[src/rtl/sd_spi_pkg.sv]
// Shared definitions for the SD SPI-mode link: command indices, R1 bit
// positions, response kinds and the card responder FSM states.
package sd_spi_pkg;

  localparam logic [5:0] CMD0  = 6'd0;
  localparam logic [5:0] CMD8  = 6'd8;
  localparam logic [5:0] CMD41 = 6'd41;
  localparam logic [5:0] CMD55 = 6'd55;
  localparam logic [5:0] CMD58 = 6'd58;

  localparam int R1_IDLE_BIT    = 0;
  localparam int R1_ILLEGAL_BIT = 2;
  localparam int R1_CRC_BIT     = 3;

  typedef enum logic [1:0] {RESP_R1, RESP_R3, RESP_R7} resp_kind_e;

  typedef enum logic [2:0] {ST_IDLE, ST_HUNT, ST_RECV, ST_NCR, ST_RESP} state_e;

  // Number of response bits shifted out for each response kind.
  function automatic logic [6:0] resp_bits(input resp_kind_e kind);
    return (kind == RESP_R1) ? 7'd8 : 7'd40;
  endfunction

endpackage

[src/rtl/sd_crc7.sv]
// Serial CRC7 (x^7 + x^3 + 1), MSB-first data. clear restarts the sum; with
// enable in the same cycle, the first bit is folded into a fresh sum.
module sd_crc7 (
  input  logic       clk,
  input  logic       reset,
  input  logic       clear,
  input  logic       enable,
  input  logic       din,
  output logic [6:0] crc
);

  logic [6:0] crc_reg;
  logic [6:0] base;
  logic [6:0] stepped;

  always_comb begin
    base    = clear ? 7'h00 : crc_reg;
    stepped = {base[5:0], 1'b0} ^ ((base[6] ^ din) ? 7'h09 : 7'h00);
  end

  always_ff @(posedge clk) begin
    if (reset) begin
      crc_reg <= 7'h00;
    end else if (enable) begin
      crc_reg <= stepped;
    end else if (clear) begin
      crc_reg <= 7'h00;
    end
  end

  assign crc = crc_reg;

endmodule

[src/rtl/sd_spi_card_responder.sv]
// Card-side SD SPI-mode responder answering CMD0/CMD8/CMD55/ACMD41/CMD58.
// Define SD_SPI_CARD_RESPONDER_CRC_ALL_EN to CRC-check every frame, not just CMD0/CMD8.
module sd_spi_card_responder
  import sd_spi_pkg::*;
#(
  parameter int          NCR_BYTES         = 2,
  parameter int          ACMD41_BUSY_COUNT = 3,
  parameter logic [31:0] OCR_VALUE         = 32'hC0FF_8000
) (
  input  logic        clk,
  input  logic        reset,
  input  logic        sd_cclk,
  input  logic        sd_cmd,
  input  logic        sd_cs,
  output logic        sd_data,
  output logic        cmd_valid,
  output logic [5:0]  cmd_index,
  output logic [31:0] cmd_arg,
  output logic        card_ready
);

  logic [1:0] sclk_sync_reg, cs_sync_reg, cmd_sync_reg;
  logic       sclk_prev_reg;
  logic       sclk_s, cs_s, mosi, rise, fall;

  always_ff @(posedge clk) begin
    if (reset) begin
      sclk_sync_reg <= 2'b00;
      cs_sync_reg   <= 2'b11;
      cmd_sync_reg  <= 2'b11;
      sclk_prev_reg <= 1'b0;
    end else begin
      sclk_sync_reg <= {sclk_sync_reg[0], sd_cclk};
      cs_sync_reg   <= {cs_sync_reg[0], sd_cs};
      cmd_sync_reg  <= {cmd_sync_reg[0], sd_cmd};
      sclk_prev_reg <= sclk_sync_reg[1];
    end
  end

  assign sclk_s = sclk_sync_reg[1];
  assign cs_s   = cs_sync_reg[1];
  assign mosi   = cmd_sync_reg[1];
  assign rise   = !sclk_prev_reg && sclk_s;
  assign fall   = sclk_prev_reg && !sclk_s;

  state_e      state_reg, state_next;
  resp_kind_e  resp_kind_reg, resp_kind_next;
  logic [47:0] shift_reg, shift_next;
  logic [6:0]  cnt_reg, cnt_next;
  logic        start_seen_reg, start_seen_next;
  logic [39:0] resp_reg, resp_next;
  logic        sd_data_reg, sd_data_next;
  logic        cmd_valid_reg, cmd_valid_next;
  logic [5:0]  cmd_index_reg, cmd_index_next;
  logic [31:0] cmd_arg_reg, cmd_arg_next;
  logic        card_ready_reg, card_ready_next;
  logic        spi_mode_reg, spi_mode_next;
  logic        idle_reg, idle_next;
  logic        pend_reg, pend_next;
  logic [7:0]  acnt_reg, acnt_next;

  logic        crc_clear, crc_en;
  logic [6:0]  crc_val;
  logic [5:0]  f_index;
  logic [31:0] f_arg;
  logic        frame_ok, crc_checked, crc_err;
  logic        illegal, idle_new, answer;
  logic [7:0]  r1;
  logic [31:0] payload;
  resp_kind_e  kind;

  sd_crc7 u_crc7 (
    .clk    (clk),
    .reset  (reset),
    .clear  (crc_clear),
    .enable (crc_en),
    .din    (mosi),
    .crc    (crc_val)
  );

  assign f_index  = shift_reg[45:40];
  assign f_arg    = shift_reg[39:8];
  assign frame_ok = shift_reg[0] && !shift_reg[47] && shift_reg[46];

`ifdef SD_SPI_CARD_RESPONDER_CRC_ALL_EN
  assign crc_checked = 1'b1;
`else
  assign crc_checked = (f_index == CMD0) || (f_index == CMD8);
`endif
  assign crc_err = crc_checked && (crc_val != shift_reg[7:1]);

  always_comb begin
    state_next      = state_reg;
    resp_kind_next  = resp_kind_reg;
    shift_next      = shift_reg;
    cnt_next        = cnt_reg;
    start_seen_next = start_seen_reg;
    resp_next       = resp_reg;
    sd_data_next    = sd_data_reg;
    cmd_valid_next  = 1'b0;
    cmd_index_next  = cmd_index_reg;
    cmd_arg_next    = cmd_arg_reg;
    card_ready_next = card_ready_reg;
    spi_mode_next   = spi_mode_reg;
    idle_next       = idle_reg;
    pend_next       = pend_reg;
    acnt_next       = acnt_reg;
    crc_clear       = 1'b0;
    crc_en          = 1'b0;
    illegal         = 1'b0;
    idle_new        = idle_reg;
    answer          = 1'b0;
    kind            = RESP_R1;
    payload         = 32'h0;
    r1              = 8'h00;

    if (cs_s) begin
      state_next   = ST_IDLE;
      sd_data_next = 1'b1;
    end else begin
      case (state_reg)
        ST_IDLE: begin
          sd_data_next    = 1'b1;
          start_seen_next = 1'b0;
          state_next      = ST_HUNT;
        end
        ST_HUNT: begin
          if (fall) sd_data_next = 1'b1;
          if (rise) begin
            shift_next = {shift_reg[46:0], mosi};
            if (start_seen_reg && mosi) begin
              // Transmission bit is the first bit that enters the CRC.
              state_next = ST_RECV;
              cnt_next   = 7'd2;
              crc_clear  = 1'b1;
              crc_en     = 1'b1;
            end else begin
              start_seen_next = !mosi;
            end
          end
        end
        ST_RECV: begin
          if (fall) sd_data_next = 1'b1;
          if (cnt_reg == 7'd48) begin
            if (!frame_ok) begin
              state_next      = ST_HUNT;
              start_seen_next = 1'b0;
            end else begin
              cmd_valid_next = 1'b1;
              cmd_index_next = f_index;
              cmd_arg_next   = f_arg;
              answer         = spi_mode_reg || (f_index == CMD0);
              if (!crc_err) begin
                case (f_index)
                  CMD0: begin
                    spi_mode_next   = 1'b1;
                    idle_new        = 1'b1;
                    card_ready_next = 1'b0;
                    acnt_next       = 8'd0;
                  end
                  CMD8: begin
                    kind    = RESP_R7;
                    payload = (f_arg[11:8] == 4'h1) ? {20'h0, f_arg[11:0]} : 32'h0;
                  end
                  CMD55: ;
                  CMD41: begin
                    if (!pend_reg) begin
                      illegal = 1'b1;
                    end else if (acnt_reg < 8'(ACMD41_BUSY_COUNT)) begin
                      acnt_next = acnt_reg + 8'd1;
                    end else begin
                      idle_new        = 1'b0;
                      card_ready_next = 1'b1;
                    end
                  end
                  CMD58: begin
                    kind    = RESP_R3;
                    payload = {OCR_VALUE[31] & !idle_new, OCR_VALUE[30:0]};
                  end
                  default: illegal = 1'b1;
                endcase
              end
              pend_next                 = spi_mode_reg && (f_index == CMD55) && !crc_err;
              idle_next                 = idle_new;
              r1[R1_IDLE_BIT]           = idle_new;
              r1[R1_ILLEGAL_BIT]        = illegal;
              r1[R1_CRC_BIT]            = crc_err;
              resp_next                 = {r1, payload};
              resp_kind_next            = kind;
              cnt_next                  = 7'd0;
              start_seen_next           = 1'b0;
              state_next                = answer ? ST_NCR : ST_HUNT;
            end
          end else if (rise) begin
            shift_next = {shift_reg[46:0], mosi};
            cnt_next   = cnt_reg + 7'd1;
            crc_en     = (cnt_reg <= 7'd39);
          end
        end
        ST_NCR: begin
          if (fall) begin
            sd_data_next = 1'b1;
            if (cnt_reg == 7'(NCR_BYTES * 8 - 1)) begin
              state_next = ST_RESP;
              cnt_next   = 7'd0;
            end else begin
              cnt_next = cnt_reg + 7'd1;
            end
          end
        end
        ST_RESP: begin
          if (fall) begin
            sd_data_next = resp_reg[39];
            resp_next    = {resp_reg[38:0], 1'b0};
            if (cnt_reg == resp_bits(resp_kind_reg) - 7'd1) begin
              state_next      = ST_HUNT;
              start_seen_next = 1'b0;
              cnt_next        = 7'd0;
            end else begin
              cnt_next = cnt_reg + 7'd1;
            end
          end
        end
        default: state_next = ST_IDLE;
      endcase
    end
  end

  always_ff @(posedge clk) begin
    if (reset) begin
      state_reg      <= ST_IDLE;
      resp_kind_reg  <= RESP_R1;
      shift_reg      <= '1;
      cnt_reg        <= 7'd0;
      start_seen_reg <= 1'b0;
      resp_reg       <= 40'h0;
      sd_data_reg    <= 1'b1;
      cmd_valid_reg  <= 1'b0;
      cmd_index_reg  <= 6'd0;
      cmd_arg_reg    <= 32'h0;
      card_ready_reg <= 1'b0;
      spi_mode_reg   <= 1'b0;
      idle_reg       <= 1'b1;
      pend_reg       <= 1'b0;
      acnt_reg       <= 8'd0;
    end else begin
      state_reg      <= state_next;
      resp_kind_reg  <= resp_kind_next;
      shift_reg      <= shift_next;
      cnt_reg        <= cnt_next;
      start_seen_reg <= start_seen_next;
      resp_reg       <= resp_next;
      sd_data_reg    <= sd_data_next;
      cmd_valid_reg  <= cmd_valid_next;
      cmd_index_reg  <= cmd_index_next;
      cmd_arg_reg    <= cmd_arg_next;
      card_ready_reg <= card_ready_next;
      spi_mode_reg   <= spi_mode_next;
      idle_reg       <= idle_next;
      pend_reg       <= pend_next;
      acnt_reg       <= acnt_next;
    end
  end

  assign sd_data    = sd_data_reg;
  assign cmd_valid  = cmd_valid_reg;
  assign cmd_index  = cmd_index_reg;
  assign cmd_arg    = cmd_arg_reg;
  assign card_ready = card_ready_reg;

endmodule

[config.mk]
export PLATFORM = sky130hd
export DESIGN_NAME = sd_spi_card_responder
export DESIGN_NICKNAME = d
export VERILOG_FILES = /design/src/rtl/sd_spi_pkg.sv /design/src/rtl/sd_crc7.sv /design/src/rtl/sd_spi_card_responder.sv
export SDC_FILE = /design/constraint.sdc
export NUM_CORES = 1
export LEC_CHECK = 0
export CORE_ASPECT_RATIO = 0.7
export CORE_UTILIZATION = 40
export DETAILED_ROUTE_END_ITERATION = 16
export SLEW_MARGIN = 30
export SYNTH_ARGS = -nofsm -noshare
export SYNTH_HDL_FRONTEND = slang
export SYNTH_SLANG_ARGS = --single-unit
[constraint.sdc]
create_clock -name clk -period 2.8 [get_ports clk]
set_input_delay 0.56 -clock clk [delete_from_list [all_inputs] [get_ports clk]]
set_output_delay 0.56 -clock clk [all_outputs]
set_load 0.01 [all_outputs]
==> results.sh <==
export IMPL_status="complete, no violations"
export IMPL_die_area_um2=17900
export IMPL_path_cells="nor3b_4 -> a22oi_1 -> or3_1 -> buf_4 -> o41ai_1"
export IMPL_largest_register_ff_count=48
export IMPL_syn_num_nets=798
export IMPL_crit_path_start_kind="flop"
export IMPL_drv_slew=0
export IMPL_drc=0
export IMPL_synth_warning_count=0
export IMPL_grt_pass1_vias=5230
export IMPL_synth_seq_cells=167
export IMPL_drt_pass1_iterations=5
export IMPL_nets=817
export IMPL_slowest_delay_ns=0.63
export IMPL_synthMuxAreaShare_pct=0.863
export IMPL_syn2layout_area_growth_pct=18.7
export IMPL_pwr_share_comb_pct=1.6
export IMPL_setup_viol=0
export IMPL_clock_latency_ns=0.42
export IMPL_min_to="cs_sync_reg[1]$_SDFF_PP1_"
export IMPL_hold_violations=0
export IMPL_holdBufCountCts=0
export IMPL_ios=46
export IMPL_synth_edf_count=0
export IMPL_finalCritPeriodShare_pct=84.0
export IMPL_min_path_type="flop to flop"
export IMPL_worst_slew_pin_slew_ns=0.699
export IMPL_p_leak_nw=2.70
export IMPL_cts_tree="yes"
export IMPL_cts_made_buffers=17
export IMPL_gp_congestion=0.938
export IMPL_ys_types=68
export IMPL_critPathSlowestCell="dfxtp_1"
export IMPL_p_int_mw=3.87
export IMPL_initial_core_util_pct=41.8
export IMPL_cts_sinks=167
export IMPL_core_um2=16600
export IMPL_grt_max_degree=72
export IMPL_reg2reg_depth=5
export IMPL_worst_slack_ns=0.449
export IMPL_seqPwrFrac_pct=48.6
export IMPL_reg2reg_from="state_reg[2]$_SDFFE_PP0P_"
export IMPL_slew_limit_headroom_pct=53.2
export IMPL_cp_required_ns=3.10
export IMPL_fmax_ghz=0.425
export IMPL_synth_simple_area_share_pct=25.2
export IMPL_synthFlopType="dfxtp_1"
export IMPL_synth_xor_area_share_pct=1.01
export IMPL_synth_top_family_by_area="simple AND/OR/NAND/NOR gates"
export IMPL_detail_route_wl_per_cell_um=14.9
export IMPL_critPathCaptureType="flop"
export IMPL_num_antenna_cells=0
export IMPL_timing_rr_end="resp_reg[32]$_SDFFE_PP0P_"
export IMPL_path_clk_slew_ns=0.07
export IMPL_place_ws_ns=0.483
export IMPL_cts_htree_levels=4
export IMPL_worstHoldPathCells=1
export IMPL_synthAdderAreaFrac_pct=0.683
export IMPL_powerDensity_nw_per_um2=594
export IMPL_cts_resized=0
export IMPL_power_share_switching_pct=21.2
export IMPL_clk_path_buf_depth=2
export IMPL_syn_inst=790
export IMPL_fp_dieW_um=160
export IMPL_cap_violations=0
export IMPL_post_cts_buffers=0
export IMPL_r2r_slack_ns=0.45
export IMPL_irDropWorstVdd_mv=0.347
export IMPL_rsz0062_at_grt="false"
export IMPL_syn_area_um2=6960
export IMPL_ant_nets=0
export IMPL_portBuffers=45
export IMPL_finClkSkew_ns=0.00761
export IMPL_grt_overflow=0
export IMPL_hpwlAfterDp_mm=10.2
export IMPL_via_per_inst=5.45
export IMPL_vias=5702
export IMPL_fill_cells=1561
export IMPL_drive_gt1_share_pct=9.00
export IMPL_crit_type="flop to flop"
export IMPL_avgSynthCellArea_um2=8.81
export IMPL_clock_power_share_pct=49.8
export IMPL_seq_area_um2=3340
export IMPL_cp_max_fo=39
export IMPL_arrival_ns=2.65
export IMPL_finalSetupTns_ns=0
export IMPL_switching_power_mw=1.04
export IMPL_multiInputGateArea_um2=3340
export IMPL_hp_start="cs_sync_reg[0]$_SDFF_PP1_"
export IMPL_grt_pass1_wl_mm=26.4
export IMPL_layout_min_cycle_time_ns=2.35
export IMPL_drt_wl_total_mm=15.7
export IMPL_seq_area_frac_synth_pct=48.0
export IMPL_antenna_found_initial=0
export IMPL_cts_root_buf="clkbuf_16"
export IMPL_die_height_um=112
export IMPL_rows=39
export IMPL_synth_compound_area_share_pct=20.0
export IMPL_synthArstFlopShare_pct=0
export IMPL_grt_usage_pct=18.0
export IMPL_drt_iter0_drc=411
## through the flow
step           power, mW  area [um2]  instances  utilization (%)  hold slack [ns]
2_1_floorplan       2.49        6960        790                -            0.389
3_3_place_gp        2.52        7640       1015             45.9            0.392
3_5_place_dp        2.52        7640       1015             45.9            0.406
4_1_cts             4.96        8260       1047             49.7            0.422
5_1_grt             5.08        8260       1047             49.7            0.437
6_report            4.91        8260       1047             49.7            0.416
## layer usage
| layer | wire, um | vias up | global-route usage [%] |
|---|---|---|---|
| met1 | 8130 | 2706 | 26.8 |
| met3 | 773 | 16 | 3.51 |
| met4 | 148 | 0 | 4.94 |
| li1 | - | 2847 | - |
| met5 | 0 | - | 0 |
| met2 | 6600 | 133 | 26.1 |
## logic make-up (layout without fill, tap and decap cells)
kind of cell | after synthesis | in the layout
buffers and inverters | 74 | 106
muxes | 6 | 6
DFF | 167 | 167
AOI/OAI and AO/OA | 195 | 195
and+or+nand+nor | 336 | 336
xor gates and xnor gates | 8 | 8
adders and majority gates | 4 | 4
## cell usage in the layout (no fill, tap or decap), types with 7 or more instances in the layout
cell type,instances
nor2b_1,55
nor4_1,7
a221oi_1,8
a21oi_1,66
nand2_1,119
nand4_1,8
a211oi_1,15
a211o_1,49
nand2b_1,8
clkdlybuf4s50_1,44
inv_1,11
xnor2_1,7
o21ai_0,9
clkbuf_16,17
buf_4,15
or2_2,8
nand3_1,26
dfxtp_1,167
nor3_1,27
nor2_1,37
## synthesized netlist by cell type, drive strengths merged (6+ instances only)
library cell,instances,share of area (%)
dfxtp,167,48
nor2b,55,4.9
buf,17,1.2
a211oi,17,2.0
a21oi,66,4.7
nand4,8,0.72
nand2b,8,0.72
nand2,119,6.4
nor3,30,2.4
nand3,26,1.9
a221oi,8,1.0
and2,6,0.54
o21ai,11,0.84
xnor2,7,0.88
a211o,49,6.2
clkbuf,46,2.5
inv,11,0.59
or2,10,0.90
nor2,37,2.0
nor4,9,1.1
mux2i,6,0.86
## final cells by class
cell class	count	share of cell area (%)
flip-flops and latches	167	40.5
multi-input cells	549	40.4
repair buffers	63	7.66
clock buffers	19	5.48
well taps	225	3.41
clock inverters	13	2.07
inverters	11	0.500
## power by group through the flow
stage | registers (mW) | logic [mW] | clock network, mW
finish | 2.39 | 0.0784 | 2.45
global route | 2.38 | 0.0867 | 2.61
CTS | 2.38 | 0.0785 | 2.49
detailed placement | 2.44 | 0.0783 | 0
global placement | 2.44 | 0.0772 | 0
floorplan | 2.44 | 0.0565 | 0
## worst max-delay path by stage
stage	from	end	slack (ns)
floorplan	cnt_reg[0]$_SDFFE_PP0P_	shift_reg[16]$_SDFFE_PP1P_	0.92
global placement	cnt_reg[0]$_SDFFE_PP0P_	shift_reg[46]$_SDFFE_PP1P_	0.50
detailed placement	cnt_reg[0]$_SDFFE_PP0P_	acnt_reg[7]$_SDFFE_PP0P_	0.48
CTS	cnt_reg[0]$_SDFFE_PP0P_	shift_reg[0]$_SDFFE_PP1P_	0.46
global route	cnt_reg[0]$_SDFFE_PP0P_	acnt_reg[7]$_SDFFE_PP0P_	0.27
finish	state_reg[2]$_SDFFE_PP0P_	resp_reg[32]$_SDFFE_PP0P_	0.45
## worst max-delay path: cells and delay by family, from the launching register on
| kind | cells | cell delay [ns] |
|---|---|---|
| and+or+nand+nor | 2 | 0.75 |
| DFF | 1 | 0.63 |
| AOI/OAI and AO/OA | 2 | 0.58 |
| buffers and inverters | 1 | 0.27 |
No activity file was read; power rests on OpenSTA's default activity.
==> variant (same settings) <==
Build with the macro `SD_SPI_CARD_RESPONDER_CRC_ALL_EN` defined.
--- a/src/rtl/sd_spi_card_responder.sv
+++ b/src/rtl/sd_spi_card_responder.sv
@@ -1,5 +1,7 @@
 // Card-side SD SPI-mode responder answering CMD0/CMD8/CMD55/ACMD41/CMD58.
 // Define SD_SPI_CARD_RESPONDER_CRC_ALL_EN to CRC-check every frame, not just CMD0/CMD8.
+`define SD_SPI_CARD_RESPONDER_CRC_ALL_EN
+
 module sd_spi_card_responder
   import sd_spi_pkg::*;
 #(
Behaviour: no difference found for any inputs over 4 cycles, from zero or initial values and one cycle with reset high; that may be too few to reach the edited logic, so the function may still have changed.
==> variant against the unedited design <==
- area after synthesis is 2.6% lower
- sequential cell count is the same
- non-clock buffer count stayed put
- synthesized cell count is 5.2% higher
- sequential power about the same
- final cell count rose by 4.2%
- power down 1.3%
- wire length down 0.27%
- critical endpoint is now resp_reg[20]
- final area down 2.6%
- setup slack gained 0.0070 ns
==> variant: results (changes against the unedited design) <==
Run status
  • Status: finished clean (unchanged)

Critical path
  • FF-to-FF Start: cnt_reg[0] (was state_reg[2])
  • Max FO, Critical Path: 14 (was 39)
  • Worst r2r path cells: 7 (was 5)
  • RR Endpoint: resp_reg[20] (was resp_reg[32])
  • Worst endpoint required time: 3.08 ns (was 3.10 ns)

Synthesis
  • Top post-synthesis cells by count: nand2_1 (225), dfxtp_1 (167), a21oi_1 (83) (was dfxtp_1 (167), nand2_1 (119), a21oi_1 (66))
  • Yosys cell types: 67 (was 68)
  • Top post-synthesis cells by area: dfxtp_1 (49%), nand2_1 (12%), a21oi_1 (6.1%), nand3_1 (5.6%), clkbuf_1 (2.3%) (was dfxtp_1 (48%), nand2_1 (6.4%), a211o_1 (6.2%), nor2b_1 (4.9%), a21oi_1 (4.7%))
  • Seq/Total Area, Yosys: 49.3% (was 48.0%)
  • Top_reg_cell synth: dfxtp_1 (unchanged)

Layout
  • Synth-to-Final Area Change: 18.7% (about the same)
  • Layout cells sized above 1: 9.12% (was 9.00%)
  • Max reg flops: 48 (unchanged)
  • Nets: 863 (was 817)
  • FILL cells: 1,583 (was 1,561)

Global routing
  • Tot GR Track Use: 19.1% (was 18.0%)
  • Vias in the first global route: 5,304 (was 5,230)
  • Largest net degree at the start of global routing: 59 (was 72)
  • First-pass GRT wire length: 26.8 mm (was 26.4 mm)

STA
  • Final hold slack: 0.408 ns (was 0.416 ns)
  • Setup Skew: 0.0129 ns (was 0.00761 ns)
  • Post-layout minimum cycle time: 2.34 ns (was 2.35 ns)

Placed design
  • Post-DP HPWL: 9.84 mm (was 10.2 mm)
  • Post-DP Area: 7450 um2 (was 7640 um2)
  • Final Wtd Congestion: 0.791 (was 0.938)

Pwr
  • Static Leak: 0.00297 uW (was 0.00270 uW)
  • Max VDD drop: 0.387 mV (was 0.347 mV)
  • Net Sw Frac: 21.4% (was 21.2%)

Clock network
  • Clock Root Buffer: clkbuf_16 (unchanged)
  • Max Buffers Root-to-Sink: 2 (unchanged)
  • Clock-pin slew on the worst setup and hold paths: approximately 0.06 ns

Min path
  • Hold Crit Start: cmd_sync_reg[0] (was cs_sync_reg[0])
  • Hold EP: cmd_sync_reg[1] (was cs_sync_reg[1])

Drt
  • Total routed wirelength: 15.6 mm (was 15.7 mm)
  • Starting DRC count in detailed routing: 520 (was 411)
  • Drt via density: 5.26 (was 5.45)
-- variant: kinds of logic (layout without fill, tap and decap cells) --
group	count (synthesis)	after routing	synth area share [%]
compound gates	172	172	15.8
buf+inv	69	104	4.13
mux	8	8	1.18
simple gates	404	404	28.0
fa+ha+maj	3	3	0.554
flops	167	167	49.3
xor+xnor	8	8	1.03
-- variant: metal layers --
layer / global-route usage (%) / part of all wire (%)
met5: 0 / 0
met4: 5.44 / 0.90
met3: 3.79 / 3.8
met2: 26.2 / 41
met1: 29.6 / 54
-- variant: power by group through the flow --
stage	Clock (uW)	Sequential [uW]	Combinational, uW
final	2390	2390	74.6
after global routing	2560	2390	82.0
after CTS	2440	2390	75.0
after detailed placement	0	2440	74.9
after global placement	0	2440	75.1
after floorplan	0	2440	53.7
-- variant: layout make-up --
class / instances / area share (%)
flip-flops and latches: 167 / 41.5
inverters: 11 / 0.513
well taps: 225 / 3.50
multi-input cells: 595 / 39.5
repair buffers: 63 / 7.52
clock inverters: 13 / 2.13
clock buffers: 17 / 5.29
-- variant: worst max path at each step --
| stage | start | to | slack, ns | cells after the start |
|---|---|---|---|---|
| 3_5_place_dp | cnt_reg[0] | resp_reg[20] | 0.51 | 7 |
| 6_report | cnt_reg[0] | resp_reg[20] | 0.46 | 7 |
| 4_1_cts | cnt_reg[0] | resp_reg[20] | 0.48 | 7 |
| 3_3_place_gp | cnt_reg[0] | resp_reg[16] | 0.57 | 7 |
| 2_1_floorplan | cnt_reg[0] | acnt_reg[2] | 0.81 | 7 |
| 5_1_grt | cnt_reg[0] | resp_reg[20] | 0.30 | 7 |
-- variant: metrics by stage --
step           cells  setup slack [ns]
2_1_floorplan    831             0.807
3_3_place_gp    1061             0.571
3_5_place_dp    1061             0.511
4_1_cts         1091             0.484
5_1_grt         1091             0.296
6_report        1091             0.456
-- variant: worst max-delay path, stage by stage, from the launching register on --
cell and delay (ns):
dfxtp_1 0.34, inv_1 0.07, ha_1 0.13, nor3b_2 0.35, nand4_2 0.29, a21o_1 0.43
a21oi_2 0.45, a21oi_1 0.14
